--- config.mk ---
export PLATFORM = sky130hd
export DESIGN_NAME = doorlock_ctrl_flat
export DESIGN_NICKNAME = d
export VERILOG_FILES = /design/src/rtl/doorlock_ctrl_if.sv /design/src/rtl/doorlock_ctrl.sv /design/src/flat_wrapper.sv
export SDC_FILE = /design/constraint.sdc
export NUM_CORES = 1
export LEC_CHECK = 0
export CORE_MARGIN = 5
export CORE_UTILIZATION = 26
export DETAILED_ROUTE_END_ITERATION = 7
export GPL_TIMING_DRIVEN = 1
export MAX_ROUTING_LAYER = met4
export PLACE_DENSITY = 0.39
export SLEW_MARGIN = 25
export SYNTH_ARGS = -nofsm -noshare
export SYNTH_HDL_FRONTEND = slang
export SYNTH_SLANG_ARGS = --single-unit
export TNS_END_PERCENT = 1
--- constraint.sdc ---
create_clock -name clock -period 2.3 [get_ports clock]
set_input_delay 0.345 -clock clock [delete_from_list [all_inputs] [get_ports clock]]
set_output_delay 0.345 -clock clock [all_outputs]
set_load 0.02 [all_outputs]
--- src/rtl/doorlock_ctrl_if.sv ---
// Keypad-side bundle for the door lock password sequencer: press pulses in,
// lock status out. The master modport drives the pulses, the slave is the controller.
interface doorlock_ctrl_if;
  logic [9:0] button_on;
  logic       enter;
  logic       clear;
  logic       set_pw;
  logic       unlock;
  logic       error;
  logic       locked;
  logic [3:0] digit_cnt;
  logic [3:0] fail_cnt;

  modport master (
    output button_on, enter, clear, set_pw,
    input  unlock, error, locked, digit_cnt, fail_cnt
  );

  modport slave (
    input  button_on, enter, clear, set_pw,
    output unlock, error, locked, digit_cnt, fail_cnt
  );
endinterface

--- src/rtl/doorlock_ctrl.sv ---
// Door lock password sequencer: collects BCD digits, checks them on enter, drives unlock/error/lockout.
// Optional password change in the open state is enabled by defining PW_CHANGE_EN.
module doorlock_ctrl #(
  parameter int unsigned PW_LEN         = 4,
  parameter logic [31:0] DEFAULT_PW     = 32'h0000_1234,
  parameter logic [15:0] UNLOCK_CYCLES  = 16'd1000,
  parameter int unsigned MAX_FAIL       = 3,
  parameter logic [15:0] LOCKOUT_CYCLES = 16'd5000
) (
  input  logic           clock,
  input  logic           reset,
  doorlock_ctrl_if.slave bus
);
  localparam int unsigned EW         = 4 * PW_LEN;
  localparam logic [3:0]  PW_LEN_C   = 4'(PW_LEN);
  localparam logic [3:0]  MAX_FAIL_C = 4'(MAX_FAIL);
  localparam logic [EW-1:0] PW_RST   = DEFAULT_PW[EW-1:0];

  typedef enum logic [2:0] {
    ST_IDLE    = 3'd0,
    ST_ENTRY   = 3'd1,
    ST_CHECK   = 3'd2,
    ST_OPEN    = 3'd3,
`ifdef PW_CHANGE_EN
    ST_LOCKOUT = 3'd4,
    ST_NEWPW   = 3'd5
`else
    ST_LOCKOUT = 3'd4
`endif
  } state_t;

  function automatic logic is_onehot(input logic [9:0] v);
    logic [3:0] n;
    n = 4'd0;
    for (int k = 0; k < 10; k++) n = n + {3'b000, v[k]};
    return (n == 4'd1);
  endfunction

  function automatic logic [3:0] digit_of(input logic [9:0] v);
    logic [3:0] d;
    d = 4'd0;
    for (int k = 0; k < 10; k++) d = v[k] ? 4'(k) : d;
    return d;
  endfunction

  function automatic logic [EW-1:0] shift_in(input logic [EW-1:0] e, input logic [3:0] d);
    logic [EW-1:0] r;
    r      = e << 4;
    r[3:0] = d;
    return r;
  endfunction

  state_t        state_r, state_nxt_s;
  logic [EW-1:0] entry_r, entry_nxt_s, cap_entry_s, pw_s;
  logic [3:0]    digit_cnt_r, cnt_nxt_s, cap_cnt_s;
  logic [3:0]    fail_cnt_r, fail_nxt_s, fail_inc_s;
  logic          overflow_r, ovf_nxt_s, cap_ovf_s;
  logic [15:0]   timer_r, timer_nxt_s;
  logic          unlock_r, error_r, locked_r, err_nxt_s;
  logic          digit_vld_s, match_s;
  logic [3:0]    digit_s;

  assign digit_vld_s = is_onehot(bus.button_on);
  assign digit_s     = digit_of(bus.button_on);
  assign fail_inc_s  = fail_cnt_r + 4'd1;
  assign match_s     = (digit_cnt_r == PW_LEN_C) && !overflow_r && (entry_r == pw_s);

`ifdef PW_CHANGE_EN
  logic [EW-1:0] pw_r, pw_nxt_s;
  assign pw_s = pw_r;

  // Stored password register, rewritten only by a successful change sequence.
  always_ff @(posedge clock or negedge reset) begin
    if (!reset) begin
      pw_r <= PW_RST;
    end else begin
      pw_r <= pw_nxt_s;
    end
  end
`else
  assign pw_s = PW_RST;
  wire unused_set_pw_s = bus.set_pw;
`endif

  // Effect of accepting a valid digit: shift in while room remains, otherwise poison the entry.
  always_comb begin
    if (digit_cnt_r < PW_LEN_C) begin
      cap_entry_s = shift_in(entry_r, digit_s);
      cap_cnt_s   = digit_cnt_r + 4'd1;
      cap_ovf_s   = overflow_r;
    end else begin
      cap_entry_s = entry_r;
      cap_cnt_s   = digit_cnt_r;
      cap_ovf_s   = 1'b1;
    end
  end

  // Next-state and datapath updates.
  always_comb begin
    state_nxt_s = state_r;
    entry_nxt_s = entry_r;
    cnt_nxt_s   = digit_cnt_r;
    ovf_nxt_s   = overflow_r;
    fail_nxt_s  = fail_cnt_r;
    timer_nxt_s = timer_r;
    err_nxt_s   = 1'b0;
`ifdef PW_CHANGE_EN
    pw_nxt_s    = pw_r;
`endif
    case (state_r)
      ST_IDLE: begin
        if (digit_vld_s) begin
          entry_nxt_s = shift_in(entry_r, digit_s);
          cnt_nxt_s   = 4'd1;
          state_nxt_s = ST_ENTRY;
        end else begin
          state_nxt_s = ST_IDLE;
        end
      end
      ST_ENTRY: begin
        if (bus.clear) begin
          entry_nxt_s = '0;
          cnt_nxt_s   = 4'd0;
          ovf_nxt_s   = 1'b0;
          state_nxt_s = ST_IDLE;
        end else if (bus.enter) begin
          state_nxt_s = ST_CHECK;
        end else if (digit_vld_s) begin
          entry_nxt_s = cap_entry_s;
          cnt_nxt_s   = cap_cnt_s;
          ovf_nxt_s   = cap_ovf_s;
        end else begin
          state_nxt_s = ST_ENTRY;
        end
      end
      ST_CHECK: begin
        entry_nxt_s = '0;
        cnt_nxt_s   = 4'd0;
        ovf_nxt_s   = 1'b0;
        if (match_s) begin
          fail_nxt_s  = 4'd0;
          timer_nxt_s = UNLOCK_CYCLES;
          state_nxt_s = ST_OPEN;
        end else begin
          err_nxt_s  = 1'b1;
          fail_nxt_s = fail_inc_s;
          if (fail_inc_s == MAX_FAIL_C) begin
            timer_nxt_s = LOCKOUT_CYCLES;
            state_nxt_s = ST_LOCKOUT;
          end else begin
            state_nxt_s = ST_IDLE;
          end
        end
      end
      ST_OPEN: begin
`ifdef PW_CHANGE_EN
        if (bus.set_pw) begin
          state_nxt_s = ST_NEWPW;
        end else
`endif
        if (timer_r == 16'd1) begin
          state_nxt_s = ST_IDLE;
        end else begin
          timer_nxt_s = timer_r - 16'd1;
        end
      end
      ST_LOCKOUT: begin
        if (timer_r == 16'd1) begin
          fail_nxt_s  = 4'd0;
          state_nxt_s = ST_IDLE;
        end else begin
          timer_nxt_s = timer_r - 16'd1;
        end
      end
`ifdef PW_CHANGE_EN
      ST_NEWPW: begin
        if (bus.clear || bus.enter) begin
          if (bus.clear) begin
            pw_nxt_s = pw_r;
          end else if ((digit_cnt_r == PW_LEN_C) && !overflow_r) begin
            pw_nxt_s = entry_r;
          end else begin
            err_nxt_s = 1'b1;
          end
          entry_nxt_s = '0;
          cnt_nxt_s   = 4'd0;
          ovf_nxt_s   = 1'b0;
          state_nxt_s = ST_IDLE;
        end else if (digit_vld_s) begin
          entry_nxt_s = cap_entry_s;
          cnt_nxt_s   = cap_cnt_s;
          ovf_nxt_s   = cap_ovf_s;
        end else begin
          state_nxt_s = ST_NEWPW;
        end
      end
`endif
      default: begin
        entry_nxt_s = '0;
        cnt_nxt_s   = 4'd0;
        ovf_nxt_s   = 1'b0;
        state_nxt_s = ST_IDLE;
      end
    endcase
  end

  // State, datapath and registered outputs; status outputs follow the state being entered.
  always_ff @(posedge clock or negedge reset) begin
    if (!reset) begin
      state_r     <= ST_IDLE;
      entry_r     <= '0;
      digit_cnt_r <= 4'd0;
      overflow_r  <= 1'b0;
      fail_cnt_r  <= 4'd0;
      timer_r     <= 16'd0;
      unlock_r    <= 1'b0;
      error_r     <= 1'b0;
      locked_r    <= 1'b0;
    end else begin
      state_r     <= state_nxt_s;
      entry_r     <= entry_nxt_s;
      digit_cnt_r <= cnt_nxt_s;
      overflow_r  <= ovf_nxt_s;
      fail_cnt_r  <= fail_nxt_s;
      timer_r     <= timer_nxt_s;
      unlock_r    <= (state_nxt_s == ST_OPEN);
      error_r     <= err_nxt_s;
      locked_r    <= (state_nxt_s == ST_LOCKOUT);
    end
  end

  assign bus.unlock    = unlock_r;
  assign bus.error     = error_r;
  assign bus.locked    = locked_r;
  assign bus.digit_cnt = digit_cnt_r;
  assign bus.fail_cnt  = fail_cnt_r;
endmodule

--- src/flat_wrapper.sv ---
// flat-port wrapper written by rule: the top's interface ports become plain ports
module doorlock_ctrl_flat 
#(
  parameter int unsigned PW_LEN         = 4,
  parameter logic [31:0] DEFAULT_PW     = 32'h0000_1234,
  parameter logic [15:0] UNLOCK_CYCLES  = 16'd1000,
  parameter int unsigned MAX_FAIL       = 3,
  parameter logic [15:0] LOCKOUT_CYCLES = 16'd5000
)
  (clock, reset, bus_button_on, bus_enter, bus_clear, bus_set_pw, bus_unlock, bus_error, bus_locked, bus_digit_cnt, bus_fail_cnt);
  doorlock_ctrl_if bus_i ();
  input  logic clock;
  input  logic reset;
  input wire logic [$bits(bus_i.button_on)-1:0] bus_button_on;
  input wire logic [$bits(bus_i.enter)-1:0] bus_enter;
  input wire logic [$bits(bus_i.clear)-1:0] bus_clear;
  input wire logic [$bits(bus_i.set_pw)-1:0] bus_set_pw;
  output wire logic [$bits(bus_i.unlock)-1:0] bus_unlock;
  output wire logic [$bits(bus_i.error)-1:0] bus_error;
  output wire logic [$bits(bus_i.locked)-1:0] bus_locked;
  output wire logic [$bits(bus_i.digit_cnt)-1:0] bus_digit_cnt;
  output wire logic [$bits(bus_i.fail_cnt)-1:0] bus_fail_cnt;
  assign bus_i.button_on = bus_button_on;
  assign bus_i.enter = bus_enter;
  assign bus_i.clear = bus_clear;
  assign bus_i.set_pw = bus_set_pw;
  assign bus_unlock = bus_i.unlock;
  assign bus_error = bus_i.error;
  assign bus_locked = bus_i.locked;
  assign bus_digit_cnt = bus_i.digit_cnt;
  assign bus_fail_cnt = bus_i.fail_cnt;
  doorlock_ctrl #(.PW_LEN(PW_LEN), .DEFAULT_PW(DEFAULT_PW), .UNLOCK_CYCLES(UNLOCK_CYCLES), .MAX_FAIL(MAX_FAIL), .LOCKOUT_CYCLES(LOCKOUT_CYCLES)) u_core (.clock(clock), .reset(reset), .bus(bus_i));
endmodule
Word-level counts from Yosys, hierarchy flattened --
Index checks and enable logic that the tools add are counted. Widths: inputs -> output; s select.
Storage, ports and cells: bits in registers 47, output and inout bits 11, input bits 15, logic and storage cells 98
Operators by class: add/sub/neg operators 12, bitwise gates (word level) 2, reduce and logical (&&, ||, !) cells 12, equality and inequality tests 19, $lt $le $gt $ge 1, multiplexer cells 43
Operators with widths (count):
- $mux 16 | 8
- $mux 4 | 15
- $pmux 16 s3 | 1
- $add 4x1->4 | 8
- $pmux 16 s2 | 1
- $mux 3 | 6
- $eq 16x1->1 const B | 1
- $eq 16x13->1 const B | 1
- $sub 16x1->16 const B | 1
- $pmux 3 s4 | 1
- $pmux 4 s3 | 1
- $eq 3x2->1 const B | 3
- $add 4x1->4 const B | 2
- $mux 1 | 8
- $pmux 4 s2 | 1
- $eq 3x3->1 const B | 2
- $ne 3x2->1 const B | 2
- $ne 3x3->1 const B | 2
- $reduce_and 5->1 | 1
- $eq 4x1->1 const B | 1
- $eq 4x2->1 const B | 1
- $eq 4x3->1 const B | 1
- $lt 4x3->1 const B | 1
- $ne 2x1->1 const B | 2
- 15 further kinds | 18

Longest topological paths before layout --
depth in word-level cells 15, depth in mapped cells 16, gate-level depth less buffers 15

Least setup slack after synthesis --
OpenSTA, ideal clock, no wires.
kind input port to flip-flop, from in bus_button_on[0], to reg u_core.digit_cnt_r[0], in the netlist u_core.bus.digit_cnt[0], arrival time 3.804 ns, stages 15, data required time 2.222 ns, setup slack -1.581 ns, path through ha_1 -> inv_1 -> fa_1 -> fa_1 -> fa_1 -> inv_1 -> fa_1 -> inv_1 -> fa_1 -> nand3b_1 -> nor2_1 -> o221ai_1 -> clkbuf_1 -> a211oi_1 -> a21oi_1
On the way: cells in the longest elaborated chain, start to end 12, elaborated cells on any way between the ends 13, classes of those cells add/sub: 9; eq/ne: 3; reduce/logical: 1
Ends and longest elaborated chain:
- start: declaration | RTL line flat_wrapper.sv:14 | input wire logic [$bits(bus_i.button_on)-1:0] bus_button_on;
- $add 1x1->2 * | RTL line doorlock_ctrl.sv:35 | for (int k = 0; k < 10; k++) n = n + {3'b000, v[k]};
- $add 4x1->4 * (8 in a row) | RTL line doorlock_ctrl.sv:35
- $eq 4x1->1 * | RTL line doorlock_ctrl.sv:36 | return (n == 4'd1);
- $ne 3x2->1 (no source line) or $ne 2x1->1 (tied branches)
- $reduce_and 5->1 (no source line) *
- end signal: assignment | RTL line doorlock_ctrl.sv:222 | digit_cnt_r <= cnt_nxt_s;
- end: declaration | RTL line doorlock_ctrl.sv:55 | logic [3:0] digit_cnt_r, cnt_nxt_s, cap_cnt_s;
Every way passes the cells marked *; elsewhere a longest branch is shown, timed or not. A chain may end at the register's enable or synchronous reset.

Final worst setup path --
from in bus_button_on[1], to reg u_core.entry_r[11]
On the way: cells in the longest elaborated chain, start to end 12, elaborated cells on any way between the ends 13, classes of those cells add/sub: 9; eq/ne: 3; reduce/logical: 1
Ends and longest elaborated chain:
- $add 1x1->2 * | RTL line doorlock_ctrl.sv:35
- $add 4x1->4 * (8 in a row) | RTL line doorlock_ctrl.sv:35
- $eq 4x1->1 * | RTL line doorlock_ctrl.sv:36
- $ne 3x2->1 (no source line) or $ne 2x1->1 (tied branches)
- $reduce_and 5->1 (no source line) *
- end signal: assignment | RTL line doorlock_ctrl.sv:221 | entry_r <= entry_nxt_s;
- end: declaration | RTL line doorlock_ctrl.sv:54 | logic [EW-1:0] entry_r, entry_nxt_s, cap_entry_s, pw_s;
Marks and branches as above.

==> key figures <==
Logic synthesis
  – Cell area after synthesis: 2711 um2
  – Synth Flop Type: dfrtp_1
  – Mean post-synth cell area: 9.753 um2
  – Area leader, netlist: dfrtp_1
  – Syn. warnings: 0
  – Sequential cell area fraction in the yosys report: 43.38%
  – Post-synth EDFFs: 0
  – Top-area cell type share of the netlist area: 43.38%
  – Cell count after synthesis: 278
  – Post-Syn Nets: 310
  – Fraction of registers with async set/reset: 100.0%
  – Most area-consuming cells after synthesis: dfrtp_1, ha_1, a22o_1
  – FF+latch count, synth: 47
  – Library cells used by synthesis: 50

Global routing
  – First-pass GRT wire length: 11.50 mm
  – Initial antenna violation count: 0
  – Maximum number of pins on one net before global-route repair: 27
  – GRT overflow: 0
  – Total GRT Usage: 11.39%
  – Number of global-route vias before repair: 2225

Routing
  – # DRC: 0
  – Vias: 2239
  – Total Wirelength: 6.908 mm
  – DR iter-0 viols: 139
  – Vias/cell: 4.724
  – Wire length per cell: 14.57 um
  – First-pass iteration count of the detailed router: 4
  – Detail Route Antenna Nets: 0

STA
  – Final Hold Violating Endpoints: 0
  – Slew headroom: 60.50%
  – Setup Skew: 0.007967 ns
  – RSZ-0062 raised after global routing: true
  – Final min period: 3.589 ns
  – Tcrit/Tclk final: 156.1%
  – Final setup margin: -1.289 ns
  – Max Fclk: 0.2786 GHz
  – Final Max Slew Viols: 0
  – Final setup fails: 22
  – Setup_tns: -26.90 ns
  – Tightest Pin Transition: 0.5925 ns

Floorplanning
  – I/O pin count: 26
  – Cell Rows: 37
  – Core footprint: 10230 um2
  – Die H: 112.1 um
  – Die ar.: 12570 um2
  – Die Wd: 112.1 um
  – Initial core utilization: 26.50%

Run status
  – Violated checks: negative setup slack
  – Status: finished with violations

Cells and area
  – Layout cells sized above 1: 21.89%
  – Nets: 369
  – # diodes: 0
  – Area delta synth->final: 31.10%
  – Fillers: 1059

Run
  – Max-cap violations: 0

Worst setup path
  – Reg2Reg Depth: 6
  – Slowest Stage Delay on Critical Path: 0.51 ns
  – Reg-to-reg slack, setup: 0.23 ns
  – Crit-path slowest cell: fa_2
  – CP top delay family: adder cells
  – Crit path DAT: 3.84 ns
  – Kind of critical path: in2reg
  – WP depth: 15
  – Worst setup endpoint: u_core.entry_r[11]
  – FF-to-FF End: u_core.timer_r[9]
  – Critical-path maximum fanout: 7
  – Worst Path Buf+Inv: 6
  – FF-to-FF Start: u_core.timer_r[8]
  – Critical Path Source Type: input port
  – Critical-path cell list: buf_8, ha_4, inv_2, fa_1, fa_1, fa_1, inv_2, fa_2, inv_2, fa_2, nand3b_1, buf_4, nor4_4, buf_4, a22o_1
  – Critical path endpoint category: flip-flop
  – Worst setup path startpoint: bus_button_on[1]
  – CP Data Required Time: 2.55 ns

Place
  – Half-perimeter wire length after placement: 5.033 mm
  – Placer Congestion: 0.7699
  – Port Buf Inserts: 24
  – Pre-CTS WS: -1.972 ns

Power
  – Sequential share of power: 35.4%
  – Net Switching: 1607 uW
  – Comb pwr share: 50.9%
  – Peak VDD IR: 0.2984 mV
  – Switching part of the total: 42.60%
  – PD cells: 1061 nW/um2
  – Internal: 2165 uW
  – Clk pwr share: 13.8%
  – Leakage: 0.001550 uW

Clock tree
  – CTS tree: done
  – Clock root buffer master: clkbuf_8
  – H-tree depth: 2
  – Clk sinks: 47
  – Worst skew pair latency: 0.30 ns
  – CTS clk-pin slew, worst paths: 0.10 ns
  – Post-CTS Setup Bufs: 0
  – Total CTS buffers: 5
  – Clock Tree Buf Depth: 2

Hold path
  – Type of the worst min-delay path: in2async
==> through the flow <==
stage / util (%) / instance area (um2) / instances / hold slack, ns / total power [uW]
after floorplan: - / 2740 / 278 / 0.04941 / 2476
after global placement: 33.00 / 3376 / 465 / 0.3839 / 3169
after detailed placement: 33.00 / 3376 / 465 / 0.3804 / 3170
after CTS: 34.24 / 3503 / 474 / 0.05121 / 3762
after global routing: 34.74 / 3555 / 474 / 0.06241 / 4067
final: 34.74 / 3555 / 474 / 0.03753 / 3772
==> synth_stat cells, types with 5 or more instances <==
library cell	number
a22o_1	14
ha_1	11
inv_1	21
nor2_1	21
dfrtp_1	47
a31oi_1	6
nor3_1	10
fa_1	6
nor4b_1	5
nand3_1	6
a21oi_1	20
nand2_1	25
o21ai_0	18
==> worst min-delay path by stage <==
stage	from	to	slack, ns	cells past startpoint
global placement	reset	u_core.entry_r[1]	0.38	1
floorplan	reset	u_core.bus.digit_cnt[0]	0.05	0
finish	reset	u_core.entry_r[1]	0.04	1
CTS	reset	u_core.timer_r[7]	0.05	1
detailed placement	reset	u_core.entry_r[1]	0.38	1
global route	reset	u_core.timer_r[7]	0.06	1
==> kinds of logic (layout without fill, tap and decap cells) <==
| logic type | Yosys count | in the layout | synth area share, % |
|---|---|---|---|
| XOR/XNOR | 2 | 2 | 0.6462 |
| buffers and inverters | 28 | 88 | 4.245 |
| flip-flops | 47 | 47 | 43.38 |
| multiplexers | 3 | 3 | 1.108 |
| AND/OR/NAND/NOR | 92 | 92 | 18.74 |
| AO/OA/AOI/OAI | 89 | 89 | 22.38 |
| adder cells (fa/ha/maj) | 17 | 17 | 9.506 |
==> placed cells by master (no fill, tap or decap), types with 6 or more instances in the layout <==
cell,Yosys,routed
o21ai_0,18,12
nor3_1,10,10
inv_1,21,17
nand3_1,6,6
ha_1,11,10
nand2_1,25,23
a22o_1,14,14
clkdlybuf4s50_1,0,19
o21ai_1,2,6
buf_4,0,30
a21oi_1,20,20
a31oi_1,6,6
nor2_1,21,20
dfrtp_1,47,47
==> sequential cells by signal, summed over array words and instances, names as in the netlist <==
register              count
u_core.timer_r           16
u_core.overflow_r         1
u_core.bus.locked         1
u_core.bus.fail_cnt       4
u_core.bus.digit_cnt      4
u_core.entry_r           16
u_core.bus.unlock         1
u_core.state_r            3
u_core.bus.error          1
==> worst reg2reg max path: cells and delay by family (launching register included) <==
family           cells  cell delay [ns]
AND/OR/NAND/NOR      2             0.86
AO/OA/AOI/OAI        4             0.69
flip-flops           1             0.39
==> routing by layer <==
layer / vias to the layer above / part of all wire (%) / track usage (%)
met4: 0 / 0.83 / 3.125
li1: 1129 / - / -
met1: 1076 / 52 / 15.95
met3: 4 / 3.1 / 2.156
met5: - / 0 / -
met2: 30 / 44 / 16.85
==> power by group through the flow <==
stage	Combinational [uW]	Sequential [uW]	Clock, uW
after floorplan	1130	1340	0
after global placement	1820	1350	0
after detailed placement	1820	1350	0
after CTS	1880	1330	547
after global routing	2120	1380	573
final	1920	1330	519
==> cell type report <==
class	instances	area, um2	share of cell area, %
clock buffers	5	68.82	1.936
clock inverters	3	20.02	0.5632
inverters	21	78.83	2.218
multi-input cells	203	1503	42.27
flip-flops and latches	47	1176	33.09
well taps	136	170.2	4.787
repair buffers	59	538.0	15.14
==> timing repair <==
item                                   in CTS  in global routing
resized for setup                          26                 16
pin swaps                                  14                 14
setup endpoints to repair                  22                 26
cloned                                      1                  0
hold buffers                                0                  0
endpoints found under the hold margin       0                  0
Note: power is estimated with default switching activity, not from simulation.
